===== src/rtl/register_file_pkg.sv =====
// Shared CPU constants: ROB tag width, architectural register count, index/data widths.
// Latency: n/a (constants and types only).
// Backpressure: n/a.
package register_file_pkg;

    localparam int ROB_WIDTH = 4;   // reorder-buffer tag width
    localparam int REG_COUNT = 32;  // architectural registers
    localparam int REG_IDX_W = 5;   // register index width
    localparam int DATA_W    = 32;  // register value width

    typedef logic [REG_IDX_W-1:0] reg_idx_t;
    typedef logic [DATA_W-1:0]    reg_data_t;

endpackage


===== src/rtl/register_file_if.sv =====
// Register-file bus: commit port (from ROB), rename port (from issue), flush, two read ports.
// Latency: wires only; reads are combinational in the register file.
// Backpressure: none; all strobes are accepted unconditionally.
// Modports: master drives commit/rename/clear/read indices, slave returns read results.
interface register_file_if #(
    parameter int ROB_WIDTH = register_file_pkg::ROB_WIDTH
);
    import register_file_pkg::*;

    logic                 clear;
    logic                 regUpdateValid;
    reg_idx_t             regUpdateDest;
    reg_data_t            regValue;
    logic [ROB_WIDTH-1:0] regUpdateRobId;
    logic                 renameValid;
    reg_idx_t             renameDest;
    logic [ROB_WIDTH-1:0] renameRobId;
    reg_idx_t             rs1Index;
    logic                 rs1Busy;
    logic [ROB_WIDTH-1:0] rs1Dep;
    reg_data_t            rs1Value;
    reg_idx_t             rs2Index;
    logic                 rs2Busy;
    logic [ROB_WIDTH-1:0] rs2Dep;
    reg_data_t            rs2Value;

    modport master (
        output clear, regUpdateValid, regUpdateDest, regValue, regUpdateRobId,
        output renameValid, renameDest, renameRobId, rs1Index, rs2Index,
        input  rs1Busy, rs1Dep, rs1Value, rs2Busy, rs2Dep, rs2Value
    );

    modport slave (
        input  clear, regUpdateValid, regUpdateDest, regValue, regUpdateRobId,
        input  renameValid, renameDest, renameRobId, rs1Index, rs2Index,
        output rs1Busy, rs1Dep, rs1Value, rs2Busy, rs2Dep, rs2Value
    );

endinterface


===== src/rtl/register_file_reg_read_port.sv =====
// One register-file read port: selects value/busy/tag for rs_index, x0 reads as zero.
// Latency: combinational. With REG_FILE_BYPASS_EN a same-cycle matching commit is forwarded.
// Backpressure: none.
// Ports: registered state arrays in, rs_index in, rs_busy/rs_dep/rs_value out; commit/rename/clear
// inputs exist only when REG_FILE_BYPASS_EN is defined.
module reg_read_port #(
    parameter int ROB_WIDTH = register_file_pkg::ROB_WIDTH,
    parameter int REG_COUNT = register_file_pkg::REG_COUNT
) (
    input  register_file_pkg::reg_data_t value_q [REG_COUNT],
    input  logic [REG_COUNT-1:0]         busy_q,
    input  logic [ROB_WIDTH-1:0]         tag_q   [REG_COUNT],
`ifdef REG_FILE_BYPASS_EN
    input  logic                         clear,
    input  logic                         commit_vld,
    input  register_file_pkg::reg_idx_t  commit_dest,
    input  register_file_pkg::reg_data_t commit_value,
    input  logic [ROB_WIDTH-1:0]         commit_rob,
    input  logic                         rename_vld,
    input  register_file_pkg::reg_idx_t  rename_dest,
    input  logic [ROB_WIDTH-1:0]         rename_rob,
`endif
    input  register_file_pkg::reg_idx_t  rs_index,
    output logic                         rs_busy,
    output logic [ROB_WIDTH-1:0]         rs_dep,
    output register_file_pkg::reg_data_t rs_value
);

    always_comb begin
        rs_busy  = 1'b0;
        rs_dep   = '0;
        rs_value = '0;
        if (rs_index != '0) begin
            rs_value = value_q[rs_index];
            rs_busy  = busy_q[rs_index];
            rs_dep   = tag_q[rs_index];
`ifdef REG_FILE_BYPASS_EN
            // Forward only the commit that will actually retire the in-flight producer.
            if (commit_vld && (commit_dest == rs_index) && busy_q[rs_index] &&
                (tag_q[rs_index] == commit_rob)) begin
                rs_value = commit_value;
                rs_busy  = 1'b0;
                // A same-cycle rename re-busies the register; report the new producer.
                if (rename_vld && !clear && (rename_dest == rs_index)) begin
                    rs_busy = 1'b1;
                    rs_dep  = rename_rob;
                end
            end
`endif
        end
    end

endmodule


===== src/rtl/register_file.sv =====
// Architectural register file with per-register busy bit and producing ROB tag (rename table).
// Latency: reads combinational; commit/rename/clear take effect at the next rising clockIn.
// Backpressure: none; every strobe is accepted. Optional macro: REG_FILE_BYPASS_EN (commit forwarding).
// Ports: clockIn, resetIn (async active-low), bus (register_file_if.slave).
module register_file #(
    parameter int ROB_WIDTH = register_file_pkg::ROB_WIDTH,
    parameter int REG_COUNT = register_file_pkg::REG_COUNT
) (
    input logic              clockIn,
    input logic              resetIn,
    register_file_if.slave   bus
);
    import register_file_pkg::*;

    reg_data_t            value_q [REG_COUNT];
    reg_data_t            value_d [REG_COUNT];
    logic [REG_COUNT-1:0] busy_q;
    logic [REG_COUNT-1:0] busy_d;
    logic [ROB_WIDTH-1:0] tag_q   [REG_COUNT];
    logic [ROB_WIDTH-1:0] tag_d   [REG_COUNT];

    logic commit_en;
    logic rename_en;

    // Writes to x0 are dropped so it stays at its reset value of zero.
    assign commit_en = bus.regUpdateValid && (bus.regUpdateDest != '0);
    assign rename_en = bus.renameValid && (bus.renameDest != '0) && !bus.clear;

    always_comb begin
        value_d = value_q;
        busy_d  = busy_q;
        tag_d   = tag_q;
        if (commit_en) begin
            value_d[bus.regUpdateDest] = bus.regValue;
            // A stale commit (register since renamed) must not release the newer producer.
            if (tag_q[bus.regUpdateDest] == bus.regUpdateRobId) begin
                busy_d[bus.regUpdateDest] = 1'b0;
            end
        end
        if (bus.clear) begin
            busy_d = '0;
        end else if (rename_en) begin
            // Applied after the commit so a same-register rename wins busy/tag.
            busy_d[bus.renameDest] = 1'b1;
            tag_d[bus.renameDest]  = bus.renameRobId;
        end
    end

    always_ff @(posedge clockIn or negedge resetIn) begin
        if (!resetIn) begin
            for (int i = 0; i < REG_COUNT; i++) begin
                value_q[i] <= '0;
                tag_q[i]   <= '0;
            end
            busy_q <= '0;
        end else begin
            value_q <= value_d;
            busy_q  <= busy_d;
            tag_q   <= tag_d;
        end
    end

    reg_read_port #(.ROB_WIDTH(ROB_WIDTH), .REG_COUNT(REG_COUNT)) u_rd1 (
        .value_q      (value_q),
        .busy_q       (busy_q),
        .tag_q        (tag_q),
`ifdef REG_FILE_BYPASS_EN
        .clear        (bus.clear),
        .commit_vld   (bus.regUpdateValid),
        .commit_dest  (bus.regUpdateDest),
        .commit_value (bus.regValue),
        .commit_rob   (bus.regUpdateRobId),
        .rename_vld   (bus.renameValid),
        .rename_dest  (bus.renameDest),
        .rename_rob   (bus.renameRobId),
`endif
        .rs_index     (bus.rs1Index),
        .rs_busy      (bus.rs1Busy),
        .rs_dep       (bus.rs1Dep),
        .rs_value     (bus.rs1Value)
    );

    reg_read_port #(.ROB_WIDTH(ROB_WIDTH), .REG_COUNT(REG_COUNT)) u_rd2 (
        .value_q      (value_q),
        .busy_q       (busy_q),
        .tag_q        (tag_q),
`ifdef REG_FILE_BYPASS_EN
        .clear        (bus.clear),
        .commit_vld   (bus.regUpdateValid),
        .commit_dest  (bus.regUpdateDest),
        .commit_value (bus.regValue),
        .commit_rob   (bus.regUpdateRobId),
        .rename_vld   (bus.renameValid),
        .rename_dest  (bus.renameDest),
        .rename_rob   (bus.renameRobId),
`endif
        .rs_index     (bus.rs2Index),
        .rs_busy      (bus.rs2Busy),
        .rs_dep       (bus.rs2Dep),
        .rs_value     (bus.rs2Value)
    );

endmodule


===== src/flat_wrapper.sv =====
// flat-port wrapper written by rule: the top's interface ports become plain ports
module register_file_flat import register_file_pkg::*;
#(
    parameter int ROB_WIDTH = register_file_pkg::ROB_WIDTH,
    parameter int REG_COUNT = register_file_pkg::REG_COUNT
)
  (clockIn, resetIn, bus_clear, bus_regUpdateValid, bus_regUpdateDest, bus_regValue, bus_regUpdateRobId, bus_renameValid, bus_renameDest, bus_renameRobId, bus_rs1Index, bus_rs2Index, bus_rs1Busy, bus_rs1Dep, bus_rs1Value, bus_rs2Busy, bus_rs2Dep, bus_rs2Value);
  register_file_if #(.ROB_WIDTH(ROB_WIDTH)) bus_i ();
  input logic clockIn;
  input logic resetIn;
  input wire logic [$bits(bus_i.clear)-1:0] bus_clear;
  input wire logic [$bits(bus_i.regUpdateValid)-1:0] bus_regUpdateValid;
  input wire logic [$bits(bus_i.regUpdateDest)-1:0] bus_regUpdateDest;
  input wire logic [$bits(bus_i.regValue)-1:0] bus_regValue;
  input wire logic [$bits(bus_i.regUpdateRobId)-1:0] bus_regUpdateRobId;
  input wire logic [$bits(bus_i.renameValid)-1:0] bus_renameValid;
  input wire logic [$bits(bus_i.renameDest)-1:0] bus_renameDest;
  input wire logic [$bits(bus_i.renameRobId)-1:0] bus_renameRobId;
  input wire logic [$bits(bus_i.rs1Index)-1:0] bus_rs1Index;
  input wire logic [$bits(bus_i.rs2Index)-1:0] bus_rs2Index;
  output wire logic [$bits(bus_i.rs1Busy)-1:0] bus_rs1Busy;
  output wire logic [$bits(bus_i.rs1Dep)-1:0] bus_rs1Dep;
  output wire logic [$bits(bus_i.rs1Value)-1:0] bus_rs1Value;
  output wire logic [$bits(bus_i.rs2Busy)-1:0] bus_rs2Busy;
  output wire logic [$bits(bus_i.rs2Dep)-1:0] bus_rs2Dep;
  output wire logic [$bits(bus_i.rs2Value)-1:0] bus_rs2Value;
  assign bus_i.clear = bus_clear;
  assign bus_i.regUpdateValid = bus_regUpdateValid;
  assign bus_i.regUpdateDest = bus_regUpdateDest;
  assign bus_i.regValue = bus_regValue;
  assign bus_i.regUpdateRobId = bus_regUpdateRobId;
  assign bus_i.renameValid = bus_renameValid;
  assign bus_i.renameDest = bus_renameDest;
  assign bus_i.renameRobId = bus_renameRobId;
  assign bus_i.rs1Index = bus_rs1Index;
  assign bus_i.rs2Index = bus_rs2Index;
  assign bus_rs1Busy = bus_i.rs1Busy;
  assign bus_rs1Dep = bus_i.rs1Dep;
  assign bus_rs1Value = bus_i.rs1Value;
  assign bus_rs2Busy = bus_i.rs2Busy;
  assign bus_rs2Dep = bus_i.rs2Dep;
  assign bus_rs2Value = bus_i.rs2Value;
  register_file #(.ROB_WIDTH(ROB_WIDTH), .REG_COUNT(REG_COUNT)) u_core (.clockIn(clockIn), .resetIn(resetIn), .bus(bus_i));
endmodule

===== config.mk =====
export PLATFORM = sky130hd
export DESIGN_NAME = register_file_flat
export DESIGN_NICKNAME = d
export VERILOG_FILES = /design/src/rtl/register_file_pkg.sv /design/src/rtl/register_file_if.sv /design/src/rtl/register_file_reg_read_port.sv /design/src/rtl/register_file.sv /design/src/flat_wrapper.sv
export SDC_FILE = /design/constraint.sdc
export NUM_CORES = 2
export LEC_CHECK = 0
export BUFFER_PORTS_ARGS = -buffer_cell sky130_fd_sc_hd__buf_2
export CAP_MARGIN = 20
export CORE_UTILIZATION = 60
export CTS_CLUSTER_DIAMETER = 200
export DETAILED_ROUTE_END_ITERATION = 16
export GPL_TIMING_DRIVEN = 0
export PLACE_DENSITY_LB_ADDON = 0.2
export SLEW_MARGIN = 0
export SYNTH_ARGS = -nofsm -noshare
export SYNTH_HDL_FRONTEND = slang
export SYNTH_HIERARCHICAL = 1
export SYNTH_SLANG_ARGS = --single-unit

===== constraint.sdc =====
create_clock -name clockIn -period 6.65 [get_ports clockIn]
set_input_delay 1.33 -clock clockIn [delete_from_list [all_inputs] [get_ports clockIn]]
set_output_delay 1.33 -clock clockIn [all_outputs]
set_load 0.02 [all_outputs]

### Word level (Yosys, flattened, before mapping)

Cells that the tools add are included.

* flip-flop bits (word level): 1184
* bits in latches: 0
* RAM bits: 0
* bits in read-only memories: 0
* input bits: 65
* word-level logic and storage cells: 138
* memories: 0

* $add $sub $neg: 0
* $mul: 0
* divide/modulo/power cells: 0
* magnitude comparators: 12
* equal/unequal tests: 1
* shifts and indexed selects: 0
* muxes and demuxes: 39
* bitwise gates (word level): 8
* reduce and logical (&&, ||, !) cells: 13

Operators by type and width (count)
* $bwmux 1024: 1
* $mux 32: 11
* $bmux 32 s5: 2
* $demux 32 s5: 1
* $bwmux 128: 1
* $bmux 4 s5: 3
* $mux 4: 9
* $and 32x32->32: 1
* $not 32->32: 1
* $or 32x32->32: 1
* $ge 6x6->1 const B: 4
* $lt 5x6->1 const B: 4
* $not 5->6: 4
* $demux 4 s5: 1
* $reduce_bool 5->1: 4
* $lt 6x1->1 const B: 2
* $bmux 1 s5: 2
* $demux 1 s5: 2
* $ge 5x1->1 const B: 2
* $logic_and 1x1->1: 7
* $mux 1: 6
* $eq 4x4->1: 1
* $reduce_and 2->1: 1
* $logic_not 1->1: 1
* $not 1->1: 1

### Longest topological paths before layout

* depth after elaboration: 11
* mapped depth: 10
* depth with buffers taken out: 6

### Hierarchy

The synthesis kept the hierarchy.

By module, submodules not included
* register_file: instances 1, cells each 2960, area each 45556.2 µm², sequential area each 29628.4 µm²
* reg_read_port: instances 2, cells each 765, area each 9874.5 µm², sequential area each 0.0 µm²

### Worst setup path before layout

OpenSTA, ideal clock, no wires.

* path kind: input-to-output
* start point: input bus_rs1Index[1]
* end point: output bus_rs1Value[1]
* data arrival time: 2939 ps
* required time: 5320 ps
* setup slack: 2381 ps
* stages on the path: 8
* cell sequence: buf_6 buf_12 nor2b_4 buf_6 buf_6 a221oi_2 o21ai_1 a311oi_1

* cells in the longest elaborated chain, start to end: 5

RTL lines
* start: declaration: line flat_wrapper.sv:19 `input wire logic [$bits(bus_i.rs1Index)-1:0] bus_rs1Index;`
* $not 5->6 (implied by the code): line register_file_reg_read_port.sv:34 `rs_value = value_q[rs_index];`
* $bmux 32 s5: line register_file_reg_read_port.sv:34
* $mux 32 (implied by the code) (2 in series): line register_file_reg_read_port.sv:34
* $mux 32 (*): line register_file_reg_read_port.sv:33 `if (rs_index != '0) begin`
* end: declaration: line flat_wrapper.sv:23 `output wire logic [$bits(bus_i.rs1Value)-1:0] bus_rs1Value;`

Mark *: on every way between the ends. The rest lies on a longest branch, timed or not. The select of a mux whose other input is x is not followed.

### Final worst setup path

* start point: input bus_rs1Index[3]
* end point: output bus_rs1Value[30]

Same word-level chain as after synthesis.

==> run summary <==
GRT
----------------------------------------------------------------------------------------------------
Via count of the first global-routing pass ............................................        47600
First-pass GRT wire length ............................................................    349000 um
Initial antenna violation count .......................................................           11
Largest net degree at the start of global routing .....................................          171
Overflow after GRT ....................................................................            0
Total routing resource utilization after global routing ...............................        0.453

FINAL LAYOUT
----------------------------------------------------------------------------------------------------
Final net count .......................................................................         4866
Highest-count cells in the layout ignoring fill and taps .............................. sky130_fd_sc_hd__dfrtp_1, sky130_fd_sc_hd__mux2_2, sky130_fd_sc_hd__mux4_2
Relative area change from synthesis to final layout ...................................        11.8%
Commonest non-fill, non-tap cell in the layout ........................................ sky130_fd_sc_hd__dfrtp_1
Count of non-filler cells in the finished layout ......................................         6315
Ratio of cells with drive above 1 in the final layout .................................        0.486

WORST SETUP PATH
----------------------------------------------------------------------------------------------------
Worst setup path start ................................................................ bus_rs1Index[3]
Endpoint kind of the worst setup timing path ..........................................  output port
Category of the worst setup path launch point .........................................   input port
Req. time, crit path ..................................................................      5.32 ns
Classification of the worst setup path ................................................ input port to output port
Signal arrival time at the worst endpoint .............................................      5.21 ns
FF-to-FF Start ........................................................................ u_core/tag_q[64]
Max Fanout on Critical Path ...........................................................           10

CLOCK TREE
----------------------------------------------------------------------------------------------------
Clk Tree Root Cell .................................................................... sky130_fd_sc_hd__clkbuf_16
Clock tree from TritonCTS .............................................................        built
TritonCTS sink count ..................................................................         1184
Maximum level of the CTS H-tree .......................................................            4
Number of instances resized during post-cts repair ....................................            0
Worst-Skew Late Latency ...............................................................      0.78 ns
Count of hold-fix buffers inserted at cts .............................................            0
Clock-pin slew reported for the worst setup and hold paths after clock tree synthesis .      0.06 ns
Post-CTS setup buffers ................................................................            0
Longest Clk Path Bufs .................................................................            3
CTS Buf Count .........................................................................          133

TIMING
----------------------------------------------------------------------------------------------------
Max Fclk ..............................................................................      153 MHz
Final setup violating endpoints .......................................................            0
Setup Total Neg Slack .................................................................         0 ns
Final critical delay including setup and external delays ..............................      6.54 ns
Max Slew Vio Count ....................................................................            0
Transition time of the tightest slew-check pin ........................................      1.38 ns
Skew final ............................................................................    0.0262 ns
Final clock period utilization by the worst path ......................................        0.984
Setup repair after global routing missed its margin ...................................           no
Final hold violations .................................................................            0
Worst rel slew slack ..................................................................       0.0761

PWR
----------------------------------------------------------------------------------------------------
Power per cell area ...................................................................   297 mW/mm2
Static power due to leakage ...........................................................      31.9 nW
Worst vdd ir ..........................................................................   0.000228 V

LOGIC SYNTHESIS
----------------------------------------------------------------------------------------------------
Post-synth cell types .................................................................           54
Adder-cell area share of the yosys netlist ............................................            0
Syn nets ..............................................................................         4555
Mapped Cells ..........................................................................         4490
Mapped cell area ......................................................................   0.0653 mm2
Yosys warning total ...................................................................            6
Most frequently used flop master after synthesis ...................................... sky130_fd_sc_hd__dfrtp_1
Post-synthesis compound-gate area fraction ............................................       0.0615
Number of enable flip-flop cells after synthesis ......................................            0
Synth Area in Simple Gates ............................................................       0.0299
Library cell with the largest summed area after synthesis ............................. sky130_fd_sc_hd__dfrtp_1
Ranking of synthesized cells by area .................................................. sky130_fd_sc_hd__dfrtp_1, sky130_fd_sc_hd__mux2_2, sky130_fd_sc_hd__mux4_2, sky130_fd_sc_hd__mux2i_1, sky130_fd_sc_hd__buf_6
Fraction of the yosys area taken by sequential cells ..................................        0.454
Mux contribution to synthesized area ..................................................        0.411
Fraction of registers with async set or reset after synthesis .........................         1.00
Syn_area_per_cell .....................................................................     14.5 um2
Xor and xnor fraction of the mapped netlist area ......................................            0
Fraction of synthesized cell area taken by the top area cell type .....................        0.454
Dominant combinational cell family by area after synthesis ............................ multiplexers
Yosys reg bits ........................................................................         1184

FLOORPLANNING
----------------------------------------------------------------------------------------------------
Placement Rows ........................................................................          120
Die area ..............................................................................    0.110 mm2
Standard cell core area ...............................................................    0.108 mm2
Initial Util ..........................................................................        0.607
Die Wd ................................................................................       332 um
I/O pin count .........................................................................          139
Die Y .................................................................................       332 um

DETAILED ROUTING
----------------------------------------------------------------------------------------------------
Routed WL per cell ....................................................................      39.3 um
First-iteration detailed-routing DRC count ............................................         7207
Final Routed Wirelength ...............................................................    248000 um
DRC errors left .......................................................................            0
Avg Vias per Cell .....................................................................         7.62
Count of TritonRoute iterations in the first routing pass .............................            7
Final antenna-violating net count .....................................................            0
Vias after detailed routing ...........................................................        48100

JOB
----------------------------------------------------------------------------------------------------
Max-cap check violation count .........................................................            0

PLACED DESIGN
----------------------------------------------------------------------------------------------------
Routability congestion estimate .......................................................         1.01
Placed Cells ..........................................................................         6058
Port bufs .............................................................................          129
HPWL Detailed .........................................................................    169000 um

OUTCOME
----------------------------------------------------------------------------------------------------
Status ................................................................................ finished, final reports clean

MIN PATH
----------------------------------------------------------------------------------------------------
Worst hold start ...................................................................... u_core/value_q[1008]
Hold Crit Class ....................................................................... flip-flop to flip-flop

==> area by class of cell <==
cell class | count | area [um2]
Antenna cell | 13 | 32.5
Buffer | 506 | 2860
Clock buffer | 195 | 3980
Clock inverter | 38 | 478
Fill cell | 7557 | 34500
Inverter | 6 | 22.5
Multi-Input combinational cell | 2794 | 32800
Sequential cell | 1184 | 29600
Tap cell | 1403 | 1760
Timing Repair Buffer | 176 | 1470
==> registers in the layout (all words and copies together) (netlist names) <==
| signal | count |
|---|---|
| u_core/value_q | 1024 |
| u_core/busy_q | 32 |
| u_core/tag_q | 128 |
==> cells in the mapped netlist (3+ instances only) <==
library cell,count
sky130_fd_sc_hd__o21ai_0,78
sky130_fd_sc_hd__a22oi_1,75
sky130_fd_sc_hd__mux4_2,518
sky130_fd_sc_hd__nor3b_1,3
sky130_fd_sc_hd__dfrtp_1,1184
sky130_fd_sc_hd__inv_1,6
sky130_fd_sc_hd__a311oi_1,74
sky130_fd_sc_hd__mux2i_1,212
sky130_fd_sc_hd__nand3b_1,7
sky130_fd_sc_hd__or4_1,11
sky130_fd_sc_hd__or4bb_1,5
sky130_fd_sc_hd__nor3_1,14
sky130_fd_sc_hd__nor2_1,56
sky130_fd_sc_hd__nand2b_1,3
sky130_fd_sc_hd__a41oi_1,5
sky130_fd_sc_hd__or3b_2,5
sky130_fd_sc_hd__buf_2,125
sky130_fd_sc_hd__clkbuf_1,224
sky130_fd_sc_hd__or2_1,4
sky130_fd_sc_hd__mux2_2,1158
sky130_fd_sc_hd__or2_2,7
sky130_fd_sc_hd__a211oi_1,74
sky130_fd_sc_hd__buf_1,32
sky130_fd_sc_hd__a221oi_1,14
sky130_fd_sc_hd__nand2_1,148
sky130_fd_sc_hd__o2111ai_1,18
sky130_fd_sc_hd__nand3_1,8
sky130_fd_sc_hd__a21o_1,3
sky130_fd_sc_hd__and2_1,3
sky130_fd_sc_hd__buf_6,77
sky130_fd_sc_hd__nand4b_1,4
sky130_fd_sc_hd__o21bai_1,28
sky130_fd_sc_hd__buf_4,42
sky130_fd_sc_hd__o21ai_1,54
sky130_fd_sc_hd__nor2b_1,82
sky130_fd_sc_hd__a221oi_2,42
sky130_fd_sc_hd__a31oi_1,26
sky130_fd_sc_hd__buf_12,4
sky130_fd_sc_hd__o22ai_1,32
==> logic make-up (layout without fill, tap and decap cells) <==
| kind of cell | count (synthesis) | in the layout |
|---|---|---|
| buffers and inverters | 512 | 921 |
| flip-flops | 1184 | 1184 |
| other | 0 | 13 |
| AO/OA/AOI/OAI | 528 | 528 |
| multiplexers | 1888 | 1888 |
| AND/OR/NAND/NOR | 378 | 378 |
==> power breakdown <==
group / internal (mW) / switching [mW]
logic: 2.48 / 2.11
registers: 8.49 / 0.999
clock network: 4.46 / 3.13
total: 15.4 / 6.24
==> worst max-delay path: stages <==
cell	delay [ns]
sky130_fd_sc_hd__clkbuf_1	0.29
sky130_fd_sc_hd__nand2b_1	0.16
sky130_fd_sc_hd__buf_1	0.60
sky130_fd_sc_hd__buf_8	0.25
sky130_fd_sc_hd__clkbuf_1	0.91
sky130_fd_sc_hd__o21ai_0	0.26
sky130_fd_sc_hd__a311oi_1	1.05
sky130_fd_sc_hd__buf_2	0.35
==> worst paths after layout <==
check,to,slack (ns),cells after the start
setup / recovery,bus_rs1Value[30],0.11,8
hold / removal,u_core/value_q[1008],0.48,1
setup reg to reg,u_core/busy_q[30],3.60,7
hold reg to reg,u_core/value_q[1008],0.48,1
max in group asynchronous,u_core/value_q[977],3.33,4
min in group asynchronous,u_core/tag_q[27],0.60,1
==> routing by layer <==
metal	up-vias	GRT usage	wire length [um]
li1	18000	-	-
met3	958	0.200	38000
met2	3882	0.636	105000
met5	-	0.00564	186
met1	25200	0.581	87700
met4	16	0.268	17100
==> metrics by stage <==
step                      hold slack [ns]  power [mW]  setup WS, ns  instance area, um2  utilization
after floorplan                     0.441        12.5          2.38               65300            -
after global placement              0.451        13.7        -21.69               67700        0.630
after detailed placement            0.464        14.0         0.689               68400        0.636
after CTS                           0.479        21.5         0.681               72800        0.678
after global routing                0.497        22.3         0.400               73000        0.679
final                               0.479        21.7         0.107               73000        0.679
Note: power is estimated with default switching activity, not from simulation.
